$ cat src/rtl/axi_llc_tag_port_arb.sv
// Tag SRAM port arbiter: BIST pattern generator owns the port during init,
// then lookups and tag updates share it round-robin with zero-latency grants.
module axi_llc_tag_port_arb #(
    parameter int unsigned IndexWidth = 8,
    parameter int unsigned DataWidth  = 24,
    parameter int unsigned NumWays    = 8
) (
    input  logic                  clk_i,
    input  logic                  rst_ni,
    input  logic                  init_i,
    output logic                  init_done_o,
    output logic                  bist_valid_o,
    input  logic                  bist_ready_i,
    input  logic                  bist_req_i,
    input  logic                  bist_we_i,
    input  logic [IndexWidth-1:0] bist_index_i,
    input  logic [DataWidth-1:0]  bist_pattern_i,
    input  logic                  bist_eoc_i,
    input  logic                  lu_valid_i,
    output logic                  lu_ready_o,
    input  logic [IndexWidth-1:0] lu_index_i,
    output logic                  lu_rvalid_o,
    input  logic                  up_valid_i,
    output logic                  up_ready_o,
    input  logic [IndexWidth-1:0] up_index_i,
    input  logic [DataWidth-1:0]  up_wdata_i,
    input  logic [NumWays-1:0]    up_way_i,
    output logic [NumWays-1:0]    sram_req_o,
    output logic                  sram_we_o,
    output logic [IndexWidth-1:0] sram_index_o,
    output logic [DataWidth-1:0]  sram_wdata_o
);

    typedef enum logic [1:0] {
        START,
        BIST,
        RUN,
        DRAIN
    } state_e;

    typedef enum logic {
        PRIO_LU,
        PRIO_UP
    } prio_e;

    state_e state_q, state_d;
    prio_e  prio_q, prio_d;
    logic   lu_rvalid_q;
    logic   gnt_lu, gnt_up;

    always_ff @(posedge clk_i or negedge rst_ni) begin
        if (!rst_ni) begin
            state_q     <= START;
            prio_q      <= PRIO_LU;
            lu_rvalid_q <= 1'b0;
        end else begin
            state_q     <= state_d;
            prio_q      <= prio_d;
            lu_rvalid_q <= gnt_lu;
        end
    end

    // A grant in the cycle init_i is seen still completes; DRAIN returns its read data.
    always_comb begin
        state_d = state_q;
        prio_d  = prio_q;
        unique case (state_q)
            START: begin
                if (bist_ready_i) state_d = BIST;
            end
            BIST: begin
                if (bist_eoc_i) state_d = RUN;
            end
            RUN: begin
                if (lu_valid_i && up_valid_i)
                    prio_d = (prio_q == PRIO_LU) ? PRIO_UP : PRIO_LU;
                if (init_i) state_d = DRAIN;
            end
            DRAIN: begin
                state_d = START;
            end
            default: state_d = START;
        endcase
    end

    always_comb begin
        bist_valid_o = 1'b0;
        gnt_lu       = 1'b0;
        gnt_up       = 1'b0;
        sram_req_o   = '0;
        sram_we_o    = 1'b0;
        sram_index_o = '0;
        sram_wdata_o = '0;
        unique case (state_q)
            START: begin
                bist_valid_o = 1'b1;
            end
            BIST: begin
                sram_req_o   = {NumWays{bist_req_i}};
                sram_we_o    = bist_req_i & bist_we_i;
                sram_index_o = bist_index_i;
                sram_wdata_o = bist_pattern_i;
            end
            RUN: begin
                gnt_lu = lu_valid_i & (~up_valid_i | (prio_q == PRIO_LU));
                gnt_up = up_valid_i & (~lu_valid_i | (prio_q == PRIO_UP));
                if (gnt_lu) begin
                    sram_req_o   = '1;
                    sram_index_o = lu_index_i;
                end else if (gnt_up) begin
                    sram_req_o   = up_way_i;
                    sram_we_o    = 1'b1;
                    sram_index_o = up_index_i;
                    sram_wdata_o = up_wdata_i;
                end
            end
            default: ;
        endcase
    end

    assign lu_ready_o  = gnt_lu;
    assign up_ready_o  = gnt_up;
    assign lu_rvalid_o = lu_rvalid_q;
    assign init_done_o = (state_q == RUN);

endmodule
$ cat config.mk
export PLATFORM = sky130hd
export DESIGN_NAME = axi_llc_tag_port_arb
export DESIGN_NICKNAME = d
export VERILOG_FILES = /design/src/rtl/axi_llc_tag_port_arb.sv
export SDC_FILE = /design/constraint.sdc
export NUM_CORES = 1
export LEC_CHECK = 0
export BUFFER_PORTS_ARGS = -buffer_cell sky130_fd_sc_hd__buf_2
export CAP_MARGIN = 20
export CORE_ASPECT_RATIO = 2
export CORE_UTILIZATION = 31
export CTS_CLUSTER_SIZE = 16
export DETAILED_ROUTE_END_ITERATION = 16
export HOLD_SLACK_MARGIN = 0.03
export PLACE_DENSITY_LB_ADDON = 0.1
export SYNTH_ARGS = -nofsm -noshare
export SYNTH_HDL_FRONTEND = slang
export SYNTH_SLANG_ARGS = --single-unit
export TNS_END_PERCENT = 50
$ cat constraint.sdc
create_clock -name clk_i -period 2 [get_ports clk_i]
set_input_delay 0.1 -clock clk_i [delete_from_list [all_inputs] [get_ports clk_i]]
set_output_delay 0.1 -clock clk_i [all_outputs]
set_load 0.005 [all_outputs]
Word-level counts from Yosys, hierarchy flattened
Cells that the tools add are included.
{"block": "word_totals", "register_bits": 4, "output_inout_bits": 46, "input_bits": 89}
{"block": "classes", "mux": 20, "reduce_logical": 4, "bitwise": 8, "eq_ne": 6}
{"op": "24-bit two-way mux", "n": 2}
{"op": "24-bit case mux with 2 select lines", "n": 1}
{"op": "8-bit two-way mux", "n": 4}
{"op": "8-bit case mux with 2 select lines", "n": 2}
{"op": "2-bit case mux with 4 select lines", "n": 1}
{"op": "1-bit two-way mux", "n": 6}
{"op": "2-bit two-way mux", "n": 3}
{"op": "2-bit inequality test (second input constant)", "n": 3}
{"op": "2-bit == test (second input constant)", "n": 2}
{"op": "1-bit bitwise AND", "n": 3}
{"op": "1-bit NOT", "n": 3}
{"op": "3-bit AND reduction", "n": 1}
{"op": "2-bit by 1-bit == test with 1-bit output (second input constant)", "n": 1}
{"op": "2-bit logical NOT", "n": 1}
{"op": "1-bit OR", "n": 2}
{"op": "1-bit case mux with 2 select lines", "n": 1}
{"op": "2-bit AND reduction", "n": 1}
{"op": "1-bit logical AND", "n": 1}

Depth between registers and ports, before layout
Gate-level depths: netlist (run 1).
{"block": "logic_depth", "word_depth": 6, "depth_mapped": 7}

Worst setup path before layout (run 1)
Ideal clock, no wire load.
{"block": "synth_timing", "kind": "flip-flop to output port", "from": "register state_q[0]", "to": "output port sram_index_o[0]", "path_slack_ns": 0.334, "path_buffers": 2, "path_stages_with_launch": 8, "required_time_ns": 1.900, "arrival_time_ns": 1.566, "cell_sequence": "dfrtp_1 inv_1 ha_1 and2_4 buf_6 and3_4 buf_6 a221o_1"}
{"block": "synth_between", "elab_chain_cells": 2, "elab_cells_between_ends": 3}
{"item": "start: declaration", "line": "46", "rtl": "state_e state_q, state_d;"}
{"item": "start signal: assignment", "line": "57", "rtl": "state_q <= state_d;"}
{"item": "2-bit == test"}
{"item": "net init_done_o", "line": "11", "rtl": "output logic init_done_o,"}
{"item": "8-bit case mux with 2 select lines", "line": "94", "rtl": "unique case (state_q)"}
{"item": "end: declaration", "line": "30", "rtl": "output logic [IndexWidth-1:0] sram_index_o,"}
The timed path passes the listed nets, and every way through them passes these cells.

Worst setup path after layout (run 1)
{"block": "layout_timing", "from": "register state_q[0]", "to": "output port sram_index_o[7]"}
{"block": "layout_between", "elab_chain_cells": 2, "elab_cells_between_ends": 3}
{"item": "2-bit == test or 2-bit by 1-bit == test with 1-bit output (tied branches)", "line": "94"}
{"item": "8-bit case mux with 2 select lines (*)", "line": "94"}
Every way passes the cells marked *; elsewhere a longest branch is shown, timed or not.

==> results.yml, run 1 <==
run_status:
  status: "complete, no violations"
synth:
  synth_cell_type_count: 24
  synthCells: 125
  avgSynthCellArea_um2: 7.65
  seq_area_frac_synth_pct: 10.5
  ys_warn_count: 0
  synth_nets: 217
  netlist_area_um2: 956
  synth.ff_latch_count: 4
sta:
  hold_viol_final: 0
  fin_tns_setup_ns: 0
  timing.fmax_mhz: 533
  tightest_slew_ns: 0.382
  period_share_pct: 93.8
  drv_slew: 0
  slew_headroom_pct: 74.5
  clock_skew_ns: 0.00451
  layout_min_cycle_time_ns: 1.88
  setup_viol: 0
  rsz0062_at_grt: "no"
pwr:
  power_density_mw_per_mm2: 1230
  p_clk_share_pct: 8.2
  p_leak_nw: 0.960
  power_frac_comb_pct: 84.7
  p_int_w: 0.00116
  switching_power_w: 0.000939
  switching_share_pct: 44.7
  pwr-share-seq_pct: 7.1
  ir_worst_vdd_uv: 574
global_route:
  grt.busiest_layer: "met2"
  grt_antenna_before_repair: 0
  use_met2_pct: 38.3
  grt_usage_pct: 22.1
  grt_pass1_vias: 1319
  grt_start_max_net_pins: 24
  met1_usage_pct: 26.4
  grt_pass1_wl_um: 5350
  overflow: 0
  use_met3_pct: 0.276
setup_path:
  crit_path_top_delay_cell: "dfrtp_1"
  worstPathRequired_ns: 1.90
  slowest_delay_ns: 0.36
  reg2reg_from: "state_q[1]"
  path_cells: "inv_1 -> ha_2 -> and2_4 -> and3_4 -> a221o_1 -> buf_2"
  regToRegEndpoint: "state_q[1]"
  reg2reg_setup_slack_ns: 0.35
  cp_top_family: "simple AND/OR/NAND/NOR gates"
  cp-start-kind: "flip-flop"
  startpoint: "state_q[0]"
  path_max_fanout: 12
  crit_buf_inv: 2
  critPathKind: "reg2out"
  r2r_cells: 5
  crit_path_end_kind: "primary output"
  arrival_ns: 1.78
routing:
  vias: 1536
  drc: 0
  drt.antenna.violating_nets: 0
  drtPass1Iterations: 4
  avgViaCountPerCell: 5.39
  wl_um: 3840
  drtIter0Drc: 21
  wl_per_cell_um: 13.5
floorplanning:
  die_area_mm2: 0.00332
  dieHeight_um: 80.5
  row_count: 28
  start_util_pct: 32.5
  core-area_mm2: 0.00294
  die_x_um: 41.3
  pin_count: 135
job:
  drv_cap: 0
clock_tree:
  cts_root_buf: "clkbuf_8"
  clock_path_buffers: 2
  clk_latency_ns: 0.22
  htreeDepth: 1
  cts_tree: "done"
  clock_sinks: 4
  clk_pin_slew_ns: 0.03
  cts_buffers: 3
cells_and_area:
  antenna_cells: 0
  drive_gt1_share_pct: 60.4
  layout_commonest_cell: "buf_2"
  utilization_pct: 58.2
  area_growth_pct: 79.3
  num-fill-cells: 303
  layout.nets: 349
  layout_common_cells: "buf_2 (134), nor2b_1 (25), a32oi_1 (24)"
worst_hold_path:
  hold_depth: 3
  hold_start: "lu_valid_i"
  holdCritPathClass: "in2reg"
  whs_endpoint: "prio_q"
placed_design:
  dpl.hpwl_um: 2940
  gp_congestion: 0.780
  io_buffer_count: 134
-- synthesized netlist by cell type --
| library cell | instances | area (um^2) |
|---|---|---|
| and2_1 | 1 | 6.26 |
| and4_1 | 1 | 8.76 |
| ha_1 | 3 | 37.5 |
| buf_1 | 1 | 3.75 |
| mux2_2 | 1 | 11.3 |
| o32a_1 | 1 | 10.0 |
| nand2_1 | 2 | 7.51 |
| and3_4 | 1 | 11.3 |
| o21a_1 | 1 | 7.51 |
| a21boi_0 | 8 | 60.1 |
| buf_6 | 2 | 22.5 |
| and3_1 | 10 | 62.6 |
| and2_4 | 1 | 8.76 |
| a221o_1 | 8 | 80.1 |
| inv_1 | 4 | 15.0 |
| dfrtp_1 | 4 | 100 |
| a32oi_1 | 25 | 219 |
| a221oi_1 | 1 | 8.76 |
| xnor2_1 | 1 | 8.76 |
| nand3_1 | 8 | 40.0 |
| buf_2 | 6 | 30.0 |
| clkbuf_1 | 9 | 33.8 |
| nand2b_1 | 1 | 6.26 |
| nor2b_1 | 25 | 156 |
-- flip-flops by register name (all words and copies together) (netlist names) --
signal       flops
state_q          2
lu_rvalid_o      1
prio_q           1
-- per-layer routing --
| metal | vias to the layer above | wire length [um] |
|---|---|---|
| met3 | 4 | 278 |
| met2 | 86 | 2030 |
| met4 | 0 | 46 |
| met5 | - | 0 |
| li1 | 753 | - |
| met1 | 693 | 1480 |
-- how the worst max path moves through the flow --
stage                                  to  depth (start not counted)
after floorplan           sram_index_o[0]                          7
after detailed placement  sram_index_o[7]                          6
after global placement    sram_index_o[7]                          6
final                     sram_index_o[7]                          6
after CTS                   sram_req_o[5]                          6
after global routing      sram_index_o[7]                          6
-- cell families (layout without fill, tap and decap cells) --
| kind of cell | count (synthesis) | count (layout) | share of synthesized area [%] |
|---|---|---|---|
| AND/OR/NAND/NOR | 50 | 51 | 32.2 |
| AO/OA/AOI/OAI | 44 | 44 | 40.3 |
| buffers and inverters | 22 | 151 | 11.0 |
| flip-flops | 4 | 4 | 10.5 |
| adder cells (fa/ha/maj) | 3 | 3 | 3.93 |
| XOR/XNOR | 1 | 1 | 0.916 |
| multiplexers | 1 | 1 | 1.18 |
-- what timing repair did --
| item | 4_1_cts | 5_1_grt |
|---|---|---|
| endpoints found under the setup margin | 8 | 21 |
| hold buffers | 1 | 0 |
| gates cloned | 1 | 0 |
| gates resized for setup | 0 | 4 |
| endpoints found under the hold margin | 4 | 0 |
| buffers inserted | 0 | 3 |
| pin swaps | 1 | 1 |
-- area by class of cell --
type                       instances  area, um^2  share of cell area [%]
clock buffer                       3        41.3                    2.41
sequential                         4         100                    5.84
multi-input combinational        100         772                    45.0
timing repair buffer             144         748                    43.6
tap                               30        37.5                    2.19
inverter                           4        15.0                   0.876
-- power groups by stage --
| stage | clock network [W] | registers, W | logic, W |
|---|---|---|---|
| 6_report | 0.000172 | 0.000149 | 0.00178 |
| 5_1_grt | 0.000182 | 0.000153 | 0.00197 |
| 4_1_cts | 0.000176 | 0.000150 | 0.00174 |
| 3_5_place_dp | 0 | 0.000150 | 0.00171 |
| 3_3_place_gp | 0 | 0.000147 | 0.00172 |
| 2_1_floorplan | 0 | 0.000143 | 0.00111 |
-- worst register-to-register path: stages, from the launching register on --
cell and delay, ns:
dfrtp_1 0.37, inv_1 0.08, ha_1 0.22, nor2b_1 0.15, a221oi_1 0.33, mux2_2 0.38
-- stage by stage --
step	power [W]	setup WS, ns	cells	hold slack (ns)	cell area (um^2)
after floorplan	0.00125	0.334	125	-0.196	956
after global placement	0.00187	0.218	277	-0.0861	1620
after detailed placement	0.00186	0.190	277	-0.0839	1620
after CTS	0.00207	0.0199	282	0.174	1680
after global routing	0.00230	0.0233	285	0.198	1710
final	0.00210	0.124	285	0.187	1710
(Power assumes the default switching activity.)
==> inputs of run 2 (changes only) <==
--- a/config.mk
+++ b/config.mk
@@ -8,7 +8,7 @@
 export BUFFER_PORTS_ARGS = -buffer_cell sky130_fd_sc_hd__buf_2
 export CAP_MARGIN = 20
 export CORE_ASPECT_RATIO = 2
-export CORE_UTILIZATION = 31
+export CORE_UTILIZATION = 33
 export CTS_CLUSTER_SIZE = 16
 export DETAILED_ROUTE_END_ITERATION = 16
 export HOLD_SLACK_MARGIN = 0.03
==> constraint.sdc (replaced) <==
create_clock -name clk_i -period 2.3 [get_ports clk_i]
set_input_delay 0.115 -clock clk_i [delete_from_list [all_inputs] [get_ports clk_i]]
set_output_delay 0.115 -clock clk_i [all_outputs]
set_load 0.005 [all_outputs]
==> results.yml, run 2 (synthesis results as in run 1) <==
routing:
  drc: 0
  vias: 1529
  wl_per_cell_um: 13.9
  highest_layer: "met4"
  drt.antenna.violating_nets: 0
  wl_um: 3890
  wl_met1_um: 1400
  drtIter0Drc: 18
  drtPass1Iterations: 6
  avgViaCountPerCell: 5.48
  dr_wl_met3_um: 265
  wl_met2_um: 2130
global_route:
  grt_antenna_before_repair: 0
  grt_usage_pct: 24.0
  grt_pass1_vias: 1395
  overflow: 0
  grt_start_max_net_pins: 36
  grt_pass1_wl_um: 5550
cells_and_area:
  regMostFlops: "state_q"
  area_growth_pct: 73.8
  stdcell_count: 279
  layout_commonest_cell: "buf_2"
  drive_gt1_share_pct: 58.0
  largest_register_ffs: 2
  antenna_cells: 0
  layout_common_cells: "buf_2 (134), a32oi_1 (25), nor2b_1 (25)"
  stdcell_area_mm2: 0.00166
  layout.nets: 344
placed_design:
  gp_congestion: 0.790
  post-place-ws_ns: 0.462
  placed_cells: 275
  dpl.hpwl_um: 3110
  io_buffer_count: 134
  placed_cell_area_mm2: 0.00161
setup_path:
  slowest_delay_ns: 0.37
  arrival_ns: 1.95
  startpoint: "state_q[0]"
  r2r_cells: 5
  reg2reg_from: "state_q[1]"
  regToRegEndpoint: "state_q[1]"
  worstPathRequired_ns: 2.18
  critPathKind: "reg2out"
  crit_path_top_delay_cell: "dfrtp_1"
  timing.critical_path.to: "sram_index_o[7]"
  cp-start-kind: "flip-flop"
  path_max_fanout: 35
  reg2reg_setup_slack_ns: 0.68
  path_cells: "inv_1 -> ha_1 -> and2_4 -> and3_4 -> a221o_1 -> buf_2"
  crit_path_end_kind: "primary output"
sta:
  drv_slew: 0
  timing.fmax_mhz: 484
  slew_headroom_pct: 62.1
  clock_skew_ns: 0.00220
  layout_min_cycle_time_ns: 2.06
  tightest_slew_ns: 0.568
  fin_tns_setup_ns: 0
  hold_viol_final: 0
  period_share_pct: 89.8
  finalWorstSetupSlack_ns: 0.236
  setup_viol: 0
  rsz0062_at_grt: "no"
pwr:
  p_int_w: 0.000966
  switching_power_w: 0.000795
  power_frac_comb_pct: 84.4
  power_density_mw_per_mm2: 1060
  p_clk_share_pct: 8.3
  p_leak_nw: 0.937
  ir_worst_vdd_uv: 782
  pwr-share-seq_pct: 7.3
  switching_share_pct: 45.1
  power_w: 0.00176
clock_tree:
  postCtsSetupBuffers: 0
  cts_tree: "done"
  clk_pin_slew_ns: 0.03
  cts_root_buf: "clkbuf_8"
  clk_latency_ns: 0.22
  clock_path_buffers: 2
  cts_buffers: 3
  htreeDepth: 1
  clock_sinks: 4
floorplanning:
  core-area_mm2: 0.00274
  start_util_pct: 34.9
  row_count: 27
  die_area_mm2: 0.00313
  die_x_um: 40.1
  dieHeight_um: 78.1
  pin_count: 135
worst_hold_path:
  holdCritPathClass: "in2reg"
job:
  drv_cap: 0
run_status:
  status: "complete, no violations"
run 2: changes by cell type in the layout (fill, tap and decap cells not counted), sizes merged:
cell and change:
and2 -1, buf -4
run 2: repair_timing:
item                      in CTS  in global routing
gates resized for setup        0                  0
hold endpoints to repair       4                  0
hold buffers                   1                  0
run 2: per-stage QoR:
step,util (%),hold slack [ns]
after global placement,58.8,-0.0746
after detailed placement,58.8,-0.0720
after floorplan,-,-0.181
after global routing,60.7,0.231
final,60.7,0.197
after CTS,60.7,0.200
run 2: cell type report:
cell class,count,area [um^2]
fill,286,1070
tap,29,36.3
multi-input combinational,99,751
inverter,4,15.0
sequential,4,100
clock buffer,3,41.3
timing repair buffer,140,718
run 2: power by group through the flow:
stage	Sequential, W	Combinational [W]	Clock (W)
final	0.000128	0.00149	0.000146
after floorplan	0.000124	0.000965	0
after detailed placement	0.000130	0.00148	0
after CTS	0.000129	0.00149	0.000149
after global routing	0.000134	0.00163	0.000156
after global placement	0.000126	0.00148	0
run 2: metal layers:
metal / up-vias / GRT usage, %
li1: 743 / -
met1: 694 / 24.5
met2: 82 / 43.2
met3: 10 / 5.08
met4: 0 / 8.97
met5: - / 0
run 2: worst min-delay path by stage:
stage,cells past startpoint,to,slack (ns),from
after detailed placement,1,lu_rvalid_o,-0.07,rst_ni
after global routing,3,prio_q,0.23,lu_valid_i
after global placement,1,lu_rvalid_o,-0.07,rst_ni
after CTS,3,prio_q,0.20,lu_valid_i
final,3,prio_q,0.20,lu_valid_i
after floorplan,0,lu_rvalid_o,-0.18,rst_ni
run 2: worst max-delay path: cells and delay by family (launching register included):
kind | cells | cell delay (ns)
DFF | 1 | 0.37
and+or+nand+nor | 2 | 0.55
AOI/OAI and AO/OA | 1 | 0.34
buffers and inverters | 2 | 0.20
adders and majority gates | 1 | 0.27
==> inputs of run 3 (changes only) <==
--- a/config.mk
+++ b/config.mk
@@ -12,6 +12,7 @@
 export CTS_CLUSTER_SIZE = 16
 export DETAILED_ROUTE_END_ITERATION = 16
 export HOLD_SLACK_MARGIN = 0.03
+export MAX_ROUTING_LAYER = met4
 export PLACE_DENSITY_LB_ADDON = 0.1
 export SYNTH_ARGS = -nofsm -noshare
 export SYNTH_HDL_FRONTEND = slang
==> results.yml, run 3 (synthesis results as in run 1) <==
run_status:
  status: "complete, no violations"
sta:
  slew_headroom_pct: 62.5
  setup_viol: 0
  period_share_pct: 89.8
  rsz0062_at_grt: "no"
  layout_min_cycle_time_ns: 2.07
  clock_skew_ns: 0.00225
  drv_slew: 0
  timing.fmax_mhz: 484
  fin_tns_setup_ns: 0
  hold_viol_final: 0
  tightest_slew_ns: 0.563
  whs_ns: 0.197
pwr:
  power_density_mw_per_mm2: 1060
  pwr-share-seq_pct: 7.3
  switching_share_pct: 45.1
  p_leak_nw: 0.937
  ir_worst_vdd_uv: 776
  p_clk_share_pct: 8.3
  p_int_w: 0.000966
  power_frac_comb_pct: 84.4
  switching_power_w: 0.000792
cells_and_area:
  area_growth_pct: 73.8
  regMostFlops: "state_q"
  layout_common_cells: "buf_2 (134), a32oi_1 (25), nor2b_1 (25)"
  antenna_cells: 0
  largest_register_ffs: 2
  layout_commonest_cell: "buf_2"
  drive_gt1_share_pct: 58.0
  utilization_pct: 60.7
  layout.nets: 344
setup_path:
  startpoint: "state_q[0]"
  r2r_cells: 5
  arrival_ns: 1.95
  path_max_fanout: 35
  reg2reg_from: "state_q[1]"
  reg2reg_setup_slack_ns: 0.68
  path_cells: "inv_1 -> ha_1 -> and2_4 -> and3_4 -> a221o_1 -> buf_2"
  worstPathRequired_ns: 2.18
  regToRegEndpoint: "state_q[1]"
  critPathKind: "reg2out"
  slowest_delay_ns: 0.37
  crit_path_end_kind: "primary output"
  crit_path_top_delay_cell: "dfrtp_1"
  cp-start-kind: "flip-flop"
routing:
  drt.antenna.violating_nets: 0
  drtIter0Drc: 17
  vias: 1535
  wl_um: 3880
  drc: 0
  drtPass1Iterations: 6
  wl_per_cell_um: 13.9
  avgViaCountPerCell: 5.50
clock_tree:
  htreeDepth: 1
  cts_tree: "done"
  clk_latency_ns: 0.22
  clock_sinks: 4
  cts_buffers: 3
  post_cts_resized: 0
  cts_root_buf: "clkbuf_8"
  clk_pin_slew_ns: 0.03
  clock_path_buffers: 2
global_route:
  grt_pass1_vias: 1403
  met1_usage_pct: 24.8
  grt_start_max_net_pins: 36
  grt_antenna_before_repair: 0
  use_met3_pct: 4.24
  grt_pass1_wl_um: 5540
  use_met2_pct: 43.2
  overflow: 0
  grt.busiest_layer: "met2"
  grt_usage_pct: 24.6
floorplanning:
  dieHeight_um: 78.1
  die_x_um: 40.1
  pin_count: 135
  row_count: 27
  die_area_mm2: 0.00313
  core-area_mm2: 0.00274
  start_util_pct: 34.9
worst_hold_path:
  holdCritPathClass: "in2reg"
  whs_endpoint: "prio_q"
  hold_start: "lu_valid_i"
  hold_depth: 3
placed_design:
  gp_congestion: 0.801
  io_buffer_count: 134
  dpl.hpwl_um: 3110
job:
  drv_cap: 0
## run 3: cell counts in the layout (fill, tap and decap cells not counted)
Identical to the previous run, type by type.
## run 3: what timing repair did
| item | CTS | global route |
|---|---|---|
| hold endpoints to repair | 4 | 0 |
| hold buffers | 1 | 0 |
| buffers inserted | 0 | 0 |
## run 3: how the worst max path moves through the flow
stage,depth (start not counted),end
after floorplan,7,sram_index_o[0]
after global placement,6,sram_index_o[0]
after detailed placement,6,sram_index_o[6]
after CTS,6,sram_index_o[0]
after global routing,6,sram_index_o[2]
final,6,sram_index_o[7]
## run 3: layout make-up
type	count	area, um^2
Clock buffer	3	41.3
Tap cell	29	36.3
Multi-Input combinational cell	99	751
Inverter	4	15.0
Timing Repair Buffer	140	718
Fill cell	286	1070
Sequential cell	4	100
## run 3: power by group through the flow
stage                     Sequential, W  Clock [W]  Combinational [W]
after global routing           0.000134   0.000156            0.00163
after CTS                      0.000129   0.000149            0.00149
after floorplan                0.000124          0           0.000965
after global placement         0.000126          0            0.00148
final                          0.000128   0.000146            0.00148
after detailed placement       0.000130          0            0.00148
## run 3: worst max-delay path: cells and delay by family, from the launching register on
kind | cells | cell delay [ns]
buffers and inverters | 2 | 0.20
flip-flops | 1 | 0.37
adder cells (fa/ha/maj) | 1 | 0.27
AO/OA/AOI/OAI | 1 | 0.34
AND/OR/NAND/NOR | 2 | 0.55
## run 3: metal layers
layer / part of all wire [%] / wire length (um) / vias to the layer above
met5: 0 / 0 / -
li1: - / - / 743
met4: 2.3 / 91 / 0
met2: 55 / 2140 / 84
met3: 6.6 / 256 / 10
met1: 36 / 1390 / 698
## run 3: metrics by stage
step	instances	worst slack, ns	area [um^2]	total power [W]
floorplan	125	0.619	956	0.00109
global placement	275	0.509	1610	0.00161
detailed placement	275	0.462	1610	0.00161
CTS	279	0.236	1660	0.00177
global route	279	0.123	1660	0.00192
finish	279	0.235	1660	0.00176
